--- src/rtl/mem_access_unit.sv ---
// MEM-stage load/store unit: turns decoded MemRead/MemWrite codes into a req/ack bus access with lane steering.
// Optional: define MISALIGN_TRAP_EN to trap misaligned half/word accesses instead of ignoring the low address bits.
module mem_access_unit #(
    parameter int ADDR_W         = 32,
    parameter int TIMEOUT_CYCLES = 16
) (
    input  logic              clk,
    input  logic              rst_n,
    input  logic [1:0]        mem_read,
    input  logic [1:0]        mem_write,
    input  logic              load_unsigned,
    input  logic [ADDR_W-1:0] addr,
    input  logic [31:0]       wdata,
    output logic              stall,
    output logic [31:0]       rdata,
    output logic              rdata_valid,
    output logic              bus_req,
    output logic              bus_we,
    output logic [ADDR_W-1:0] bus_addr,
    output logic [3:0]        bus_be,
    output logic [31:0]       bus_wdata,
    input  logic [31:0]       bus_rdata,
    input  logic              bus_ack,
    output logic              bus_err,
    output logic              illegal_op,
    output logic              misalign
);
    localparam int               CNT_W    = $clog2(TIMEOUT_CYCLES + 1);
    localparam logic [CNT_W-1:0] CNT_LAST = CNT_W'(TIMEOUT_CYCLES - 1);
    localparam logic [1:0]       SZ_WORD  = 2'b01;
    localparam logic [1:0]       SZ_BYTE  = 2'b10;
    localparam logic [1:0]       SZ_HALF  = 2'b11;

    typedef enum logic [1:0] { IDLE = 2'd0, REQ = 2'd1, RESP = 2'd2 } state_e;

    state_e            state_q, state_d;
    logic [CNT_W-1:0]  cnt_q, cnt_d;
    logic [1:0]        size_q, size_d;
    logic [1:0]        lane_q, lane_d;
    logic              is_load_q, is_load_d;
    logic              uns_q, uns_d;
    logic              bus_req_q, bus_req_d;
    logic              bus_we_q, bus_we_d;
    logic [ADDR_W-1:0] bus_addr_q, bus_addr_d;
    logic [3:0]        bus_be_q, bus_be_d;
    logic [31:0]       bus_wdata_q, bus_wdata_d;
    logic [31:0]       rdata_q, rdata_d;
    logic              rdata_valid_q, rdata_valid_d;
    logic              bus_err_q, bus_err_d;
    logic              illegal_q, illegal_d;
    logic              misalign_q, misalign_d;
    logic              stall_c;

    logic        rd_op, wr_op, op_illegal, op_misalign;
    logic [1:0]  op_size;
    logic [3:0]  op_be;
    logic [31:0] op_wdata;
    logic [7:0]  ld_byte;
    logic [15:0] ld_half;
    logic [31:0] load_val;

    // Incoming-op decode: byte enables and replicated store lanes.
    always_comb begin
        rd_op      = (mem_read != 2'b00);
        wr_op      = (mem_write != 2'b00);
        op_illegal = rd_op && wr_op;
        op_size    = rd_op ? mem_read : mem_write;
        op_be      = 4'b0000;
        op_wdata   = 32'h0;
        case (op_size)
            SZ_WORD: begin op_be = 4'b1111;                      op_wdata = wdata;                  end
            SZ_BYTE: begin op_be = 4'b0001 << addr[1:0];         op_wdata = {4{wdata[7:0]}};        end
            SZ_HALF: begin op_be = addr[1] ? 4'b1100 : 4'b0011;  op_wdata = {2{wdata[15:0]}};       end
            default: begin op_be = 4'b0000;                      op_wdata = 32'h0;                  end
        endcase
`ifdef MISALIGN_TRAP_EN
        op_misalign = ((op_size == SZ_HALF) && addr[0]) ||
                      ((op_size == SZ_WORD) && (addr[1:0] != 2'b00));
`else
        op_misalign = 1'b0;
`endif
    end

    // Load lane selection and extension from the latched access attributes.
    always_comb begin
        ld_byte  = bus_rdata[{lane_q, 3'b000} +: 8];
        ld_half  = lane_q[1] ? bus_rdata[31:16] : bus_rdata[15:0];
        load_val = bus_rdata;
        case (size_q)
            SZ_BYTE: load_val = uns_q ? {24'h0, ld_byte} : {{24{ld_byte[7]}}, ld_byte};
            SZ_HALF: load_val = uns_q ? {16'h0, ld_half} : {{16{ld_half[15]}}, ld_half};
            default: load_val = bus_rdata;
        endcase
    end

    always_comb begin
        state_d       = state_q;
        cnt_d         = cnt_q;
        size_d        = size_q;
        lane_d        = lane_q;
        is_load_d     = is_load_q;
        uns_d         = uns_q;
        bus_req_d     = bus_req_q;
        bus_we_d      = bus_we_q;
        bus_addr_d    = bus_addr_q;
        bus_be_d      = bus_be_q;
        bus_wdata_d   = bus_wdata_q;
        rdata_d       = rdata_q;
        rdata_valid_d = 1'b0;
        bus_err_d     = 1'b0;
        illegal_d     = 1'b0;
        misalign_d    = 1'b0;
        stall_c       = 1'b0;
        case (state_q)
            IDLE: begin
                if (rd_op || wr_op) begin
                    stall_c = 1'b1;
                    if (op_illegal || op_misalign) begin
                        // Rejected access: no bus cycle, loads still complete with zero.
                        state_d    = RESP;
                        illegal_d  = op_illegal;
                        misalign_d = op_misalign;
                        if (rd_op) begin
                            rdata_d       = 32'h0;
                            rdata_valid_d = 1'b1;
                        end
                    end else begin
                        state_d     = REQ;
                        cnt_d       = '0;
                        size_d      = op_size;
                        lane_d      = addr[1:0];
                        is_load_d   = rd_op;
                        uns_d       = load_unsigned;
                        bus_req_d   = 1'b1;
                        bus_we_d    = wr_op;
                        bus_addr_d  = {addr[ADDR_W-1:2], 2'b00};
                        bus_be_d    = op_be;
                        bus_wdata_d = op_wdata;
                    end
                end
            end
            REQ: begin
                stall_c = 1'b1;
                if (bus_ack) begin
                    bus_req_d = 1'b0;
                    state_d   = RESP;
                    if (is_load_q) begin
                        rdata_d       = load_val;
                        rdata_valid_d = 1'b1;
                    end
                end else if (cnt_q == CNT_LAST) begin
                    bus_req_d = 1'b0;
                    bus_err_d = 1'b1;
                    state_d   = RESP;
                    if (is_load_q) begin
                        rdata_d       = 32'h0;
                        rdata_valid_d = 1'b1;
                    end
                end else begin
                    cnt_d = cnt_q + CNT_W'(1);
                end
            end
            RESP:    state_d = IDLE;
            default: state_d = IDLE;
        endcase
    end

    always_ff @(posedge clk or negedge rst_n) begin
        if (!rst_n) begin
            state_q       <= IDLE;
            cnt_q         <= '0;
            size_q        <= 2'b00;
            lane_q        <= 2'b00;
            is_load_q     <= 1'b0;
            uns_q         <= 1'b0;
            bus_req_q     <= 1'b0;
            bus_we_q      <= 1'b0;
            bus_addr_q    <= '0;
            bus_be_q      <= 4'b0000;
            bus_wdata_q   <= 32'h0;
            rdata_q       <= 32'h0;
            rdata_valid_q <= 1'b0;
            bus_err_q     <= 1'b0;
            illegal_q     <= 1'b0;
            misalign_q    <= 1'b0;
        end else begin
            state_q       <= state_d;
            cnt_q         <= cnt_d;
            size_q        <= size_d;
            lane_q        <= lane_d;
            is_load_q     <= is_load_d;
            uns_q         <= uns_d;
            bus_req_q     <= bus_req_d;
            bus_we_q      <= bus_we_d;
            bus_addr_q    <= bus_addr_d;
            bus_be_q      <= bus_be_d;
            bus_wdata_q   <= bus_wdata_d;
            rdata_q       <= rdata_d;
            rdata_valid_q <= rdata_valid_d;
            bus_err_q     <= bus_err_d;
            illegal_q     <= illegal_d;
            misalign_q    <= misalign_d;
        end
    end

    // Stall is combinational in IDLE, so it is masked while reset holds every output low.
    assign stall       = rst_n & stall_c;
    assign rdata       = rdata_q;
    assign rdata_valid = rdata_valid_q;
    assign bus_req     = bus_req_q;
    assign bus_we      = bus_we_q;
    assign bus_addr    = bus_addr_q;
    assign bus_be      = bus_be_q;
    assign bus_wdata   = bus_wdata_q;
    assign bus_err     = bus_err_q;
    assign illegal_op  = illegal_q;
    assign misalign    = misalign_q;

endmodule

--- config.mk ---
export PLATFORM = sky130hd
export DESIGN_NAME = mem_access_unit
export DESIGN_NICKNAME = d
export VERILOG_FILES = /design/src/rtl/mem_access_unit.sv
export SDC_FILE = /design/constraint.sdc
export NUM_CORES = 1
export LEC_CHECK = 0
export ABC_AREA = 1
export CORE_MARGIN = 2
export CORE_UTILIZATION = 45
export DETAILED_ROUTE_END_ITERATION = 7
export GPL_TIMING_DRIVEN = 0
export PLACE_DENSITY_LB_ADDON = 0.1
export RECOVER_POWER = 100
export SETUP_SLACK_MARGIN = 0.2
export SYNTH_ARGS = -nofsm -noshare
export SYNTH_HDL_FRONTEND = slang
export SYNTH_SLANG_ARGS = --single-unit
--- constraint.sdc ---
create_clock -name clk -period 2.7 [get_ports clk]
set_clock_uncertainty 0.15 [all_clocks]
set_input_delay 0.81 -clock clk [delete_from_list [all_inputs] [get_ports clk]]
set_output_delay 0.81 -clock clk [all_outputs]
set_load 0.05 [all_outputs]
After elaboration in Yosys (flattened, before gate mapping)

Cells that the tools add are included.

$add $sub $neg: 1
$mul: 0
Div/mod/pow operators: 0
$lt $le $gt $ge: 0
Eq/ne operators: 15
Shift-type cells: 2
Muxes and demuxes: 46
Bitwise gates (word level): 2
Reductions and logical operators: 11

Operators with widths:

| cell                                                               | count |
|---|---|
| 32-bit two-way mux                                                 | 9 |
| 32-bit one-hot mux with 2 select lines                             | 2 |
| 32-bit one-hot mux with 3 select lines                             | 1 |
| 32-bit by 6-bit indexed part select with 8-bit output              | 1 |
| 5-bit two-way mux                                                  | 4 |
| 1-bit two-way mux                                                  | 17 |
| 16-bit two-way mux                                                 | 1 |
| 2-bit inequality test (second input constant)                      | 7 |
| 4-bit one-hot mux with 3 select lines                              | 1 |
| 2-bit two-way mux                                                  | 5 |
| 5-bit one-hot mux with 2 select lines                              | 1 |
| 2-bit == test (second input constant)                              | 4 |
| 1-bit one-hot mux with 2 select lines                              | 3 |
| 6-bit AND reduction                                                | 1 |
| 2-bit nonzero test                                                 | 3 |
| 5-bit by 1-bit adder with 5-bit output (second input constant)     | 1 |
| 5-bit by 4-bit == test with 1-bit output (second input constant)   | 1 |
| 5-bit AND reduction                                                | 1 |
| 2-bit by 1-bit == test with 1-bit output (second input constant)   | 2 |
| 4-bit two-way mux                                                  | 1 |
| 2-bit one-hot mux with 2 select lines                              | 1 |
| 4-bit AND reduction                                                | 1 |
| 1-bit by 2-bit << shifter with 4-bit output (first input constant) | 1 |
| 3-bit inequality test (second input constant)                      | 1 |
| 7 further kinds                                                    | 7 |

Register bits: 116
Bits in latches: 0
Bits in writable memories: 0
Bits in read-only memories: 0
Input bits: 104
Output and inout bits: 107
Logic and storage cells: 92
Memories: 0

Logic depth before layout (Yosys ltp)

Word-level depth: 6
Gate-level depth with buffers: 13
Gate-level depth less buffers: 12

Least setup slack after synthesis

Ideal clock, no wire load.

Path type: input to output
From: in mem_read[0]
To: out stall
Arrival: 1.992 ns
Required time: 1.740 ns
Setup slack: -0.252 ns
Stages: 7
Path buffers: 0
Path through: inv_1 -> nand2_1 -> inv_1 -> ha_1 -> nand2_1 -> nand2_1 -> nor2_1

Word-level cells in the longest chain between the ends: 5

RTL lines:

| what                                  | line | source |
|---|---|---|
| start: declaration                    | 9    | `input logic [1:0] mem_read,` |
| 2-bit nonzero test                    | 64   | `rd_op = (mem_read != 2'b00);` |
| via rd_op                             | 54   | `logic rd_op, wr_op, op_illegal, op_misalign;` |
| 1-bit logical OR                      | 116  | `if (rd_op \|\| wr_op) begin` |
| 1-bit two-way mux                     | 116  |  |
| 1-bit one-hot mux with 2 select lines | 114  | `case (state_q)` |
| 1-bit AND                             | 207  | `assign stall = rst_n & stall_c;` |
| end: declaration                      | 14   | `output logic stall,` |

The timed path passes the listed nets, and every way through them passes these cells.

Final worst setup path

Ends and elaborated chain as after synthesis.

==> results.rst <==
.. list-table::
   :header-rows: 1

   * - Metric
     - Value
   * - Drt drc
     - 0
   * - Sum of net half-perimeters after detailed placement
     - 11900 um
   * - Min Tclk post-route
     - 2.57 ns
   * - Routed length on met2
     - between 7000 and 8000 um
   * - Main combinational cell family by area after synthesis
     - simple AND/OR/NAND/NOR gates
   * - WHS
     - 0.119 ns
   * - Clock-pin transition on the worst setup and hold timing paths
     - 0.05 ns
   * - Fmax
     - 390 MHz
   * - Post-route antenna net violation count
     - 0
   * - Amount of wire on met3 after detailed routing
     - 1370 um
   * - TritonCTS clock tree
     - built
   * - Count of max-cap constraint violations
     - 0
   * - Capture instance of the worst register-to-register path
     - rdata[3]
   * - Xor-xnor portion of the synthesized cell area
     - 0%
   * - Clock network latency to the later pin of the worst-skew pair
     - around 0.42 ns
   * - Arrival @ worst endpoint
     - roughly 1.6 ns
   * - Critical Path End Type
     - primary output
   * - Post-detailed-routing wire length
     - 16800 um
   * - Number of antenna diodes
     - 0
   * - Count of standard-cell rows
     - 40
   * - Share of final-layout standard cells stronger than drive strength 1
     - 8.61%
   * - Result of the run
     - complete, no violations
   * - Count of final max-slew check failures
     - 0
   * - Number of CTS-inserted buffers
     - 17
   * - Number of antenna violations at the first check in global routing
     - 0
   * - Depth of the CTS H-tree
     - 4
   * - Largest net degree at the start of global routing
     - a little under 90
   * - Gate count of the mapped netlist
     - 749
   * - I/O Buffers
     - 207
   * - Final worst-path cycle share
     - 95.0%
   * - Portion of synthesized cell area occupied by the leading cell type
     - between 50% and 60%
   * - YS warnings
     - 0
   * - Placed Instance Area
     - 7910 sq um
   * - Effective utilization at floorplan
     - 46.2%
   * - Setup slack on the worst flop-to-flop path
     - 0.41 ns
   * - Remaining global-route overflow
     - 0
   * - Routed metal-1 wirelength
     - just over 7000 um
   * - Element type at the critical path start
     - primary input
   * - Startpoint of the worst setup timing path
     - mem_read[0]
   * - Core area
     - 12100 sq um
   * - Max_slew headroom
     - 21.0%
   * - Relative area change from synthesis to final layout
     - 51.6%
   * - Pwr per Cell Area
     - 1250 nW/um^2
   * - Wire length of the first global-routing pass
     - 26400 um
   * - Setup repair after global routing missed its margin
     - yes
   * - Leakage
     - 4.63 nW
   * - Detailed-route vias per instance
     - 4.77
   * - Commonest non-fill, non-tap cell in the layout
     - nand2_1
   * - Die Area
     - 13300 sq um
   * - Simple logic cell fraction of the synthesized area
     - ~36%
   * - Crit Path Class
     - primary input to primary output
   * - Worst reg-to-reg path cell count
     - 12
   * - Fin. Hold Viols
     - 0
   * - Total of flip-flops plus latches after synthesis
     - 116
   * - Setup-violating endpoint count in the final report
     - 0
   * - Final Net Count
     - 1098
   * - VDD IR-drop max
     - 822 uV
   * - Commonest non-fill, non-tap cells in the layout
     - nand2_1 (389), dfrtp_1 (116), dlygate4sd2_1 (100)
   * - Adder-cell share of the synthesized area
     - 1.35%
   * - Power, Total
     - roughly 11 mW
   * - Vias in the first global route
     - 5339
   * - Uppermost layer routed
     - met4
   * - First-pass DRT Iterations
     - 5
   * - Cell area after technology mapping
     - 5570 sq um
   * - Syn_area_per_cell
     - 7.43 sq um
   * - Path type of the worst min-delay path
     - primary input to asynchronous set/reset pin
   * - Register area share after synthesis
     - around 52%
   * - FF-to-FF Start
     - state_q[0]
   * - Global routing usage summed across all routing layers
     - 25.9%
   * - Total vias in the final route
     - ~5600
   * - Synth area leader
     - dfrtp_1
   * - Clk sink count
     - 116
   * - Boundary Pins
     - approximately 210
   * - Wirelength per Cell
     - roughly 14 um
   * - GP Congestion
     - 0.892
   * - Cell area after layout
     - 8440 sq um
   * - Data required time of the worst path
     - 1.74 ns
   * - Library cell used as clock root buffer
     - clkbuf_16
   * - Initial DRC Count
     - 403
   * - Biggest fanout along the worst timing path
     - 2
   * - Die extent in y
     - around 120 um
   * - DIE WIDTH
     - 115 um
   * - Measured slew at the worst slew-check pin
     - 1.18 ns
   * - Leading cell types by total area after synthesis
     - dfrtp_1 (52%), nand2_1 (26%), nor2_1 (4.9%), nand3_1 (3.1%), inv_1 (2.0%)
   * - Capturing element of the worst setup path
     - stall
   * - Unique cell type count in the Yosys netlist
     - 25
   * - Area fraction in compound gates after synthesis
     - 4.76%
   * - Clock tree buffer depth
     - 2
   * - Mux cell area share after synthesis
     - 0%
==> worst min path at each step <==
stage	cells past startpoint	to	slack, ns
finish	1	cnt_q[2]	0.12
global route	1	state_q[0]	0.14
CTS	1	cnt_q[2]	0.12
detailed placement	2	bus_addr[2]	0.31
global placement	2	bus_addr[20]	0.31
floorplan	2	is_load_q	0.30
==> metrics by stage <==
stage / std cells / setup TNS [ns] / util [%] / setup WS (ns)
floorplan: 751 / 0 / - / 0.207
global placement: 1126 / -480.80 / 65.4 / -4.64
detailed placement: 1127 / -25.20 / 65.6 / -1.01
CTS: 1163 / 0 / 69.9 / 0.127
global route: 1167 / 0 / 70.0 / 0.0774
finish: 1167 / 0 / 70.0 / 0.135
==> timing repair <==
item | CTS | global route
hold buffers | 0 | 0
buffers inserted | 6 | 4
gates cloned | 0 | 0
setup endpoints to repair | 157 | 34
gates resized for setup | 124 | 14
pin swaps | 4 | 2
==> cell type report <==
type / instances / area (sq um)
Buffer: 34 / 180
Clock buffer: 21 / 470
Clock inverter: 9 / 129
Fill cell: 1057 / 3620
Inverter: 34 / 130
Multi-Input combinational cell: 567 / 2410
Sequential cell: 116 / 2900
Tap cell: 168 / 210
Timing Repair Buffer: 218 / 2010
==> layer usage <==
layer	vias to the layer above	global-route usage, %
li1	2780	-
met1	2532	32.3
met2	218	41.6
met3	38	9.07
met4	0	10.1
met5	-	0
==> cells by family (layout without fill, tap and decap cells) <==
family,Yosys count,after routing
flops,116,116
compound gates,48,48
buf+inv,68,316
other cells,1,3
fa+ha+maj,6,6
simple gates,510,510
==> flip-flops by register name, indices dropped and copies added (netlist names) <==
signal,count
rdata_valid,1
bus_we,1
bus_req,1
is_load_q,1
bus_wdata,32
cnt_q,5
bus_err,1
rdata,32
uns_q,1
lane_q,2
illegal_op,1
bus_be,4
bus_addr,30
state_q,2
size_q,2
==> power breakdown <==
part           internal [mW]  switching [mW]  total, mW
combinational           1.43            4.03       5.45
sequential              2.45           0.392       2.85
clock                   1.51           0.784       2.29
==> critical path, cell delays in order <==
cell and delay [ns]:
buf_6 0.06, inv_1 0.06, nand2_4 0.07, inv_2 0.04, ha_4 0.15, nand2_4 0.07, nand2_4 0.06, nor2_4 0.13
buf_8 0.15
==> synth_stat cells <==
master	count
a21oi_1	20
a22o_1	6
buf_2	13
buf_4	7
buf_6	1
clkbuf_1	13
clkinv_1	2
conb_1	1
dfrtp_1	116
ha_1	6
inv_1	29
inv_2	3
nand2_1	392
nand2_2	4
nand2_4	1
nand3_1	34
nand3_2	1
nand3_4	1
nor2_1	72
nor2_2	2
nor2_4	2
nor3_1	1
o21ai_0	19
o21ai_1	1
o22ai_1	2
No activity file was read; power rests on OpenSTA's default activity.
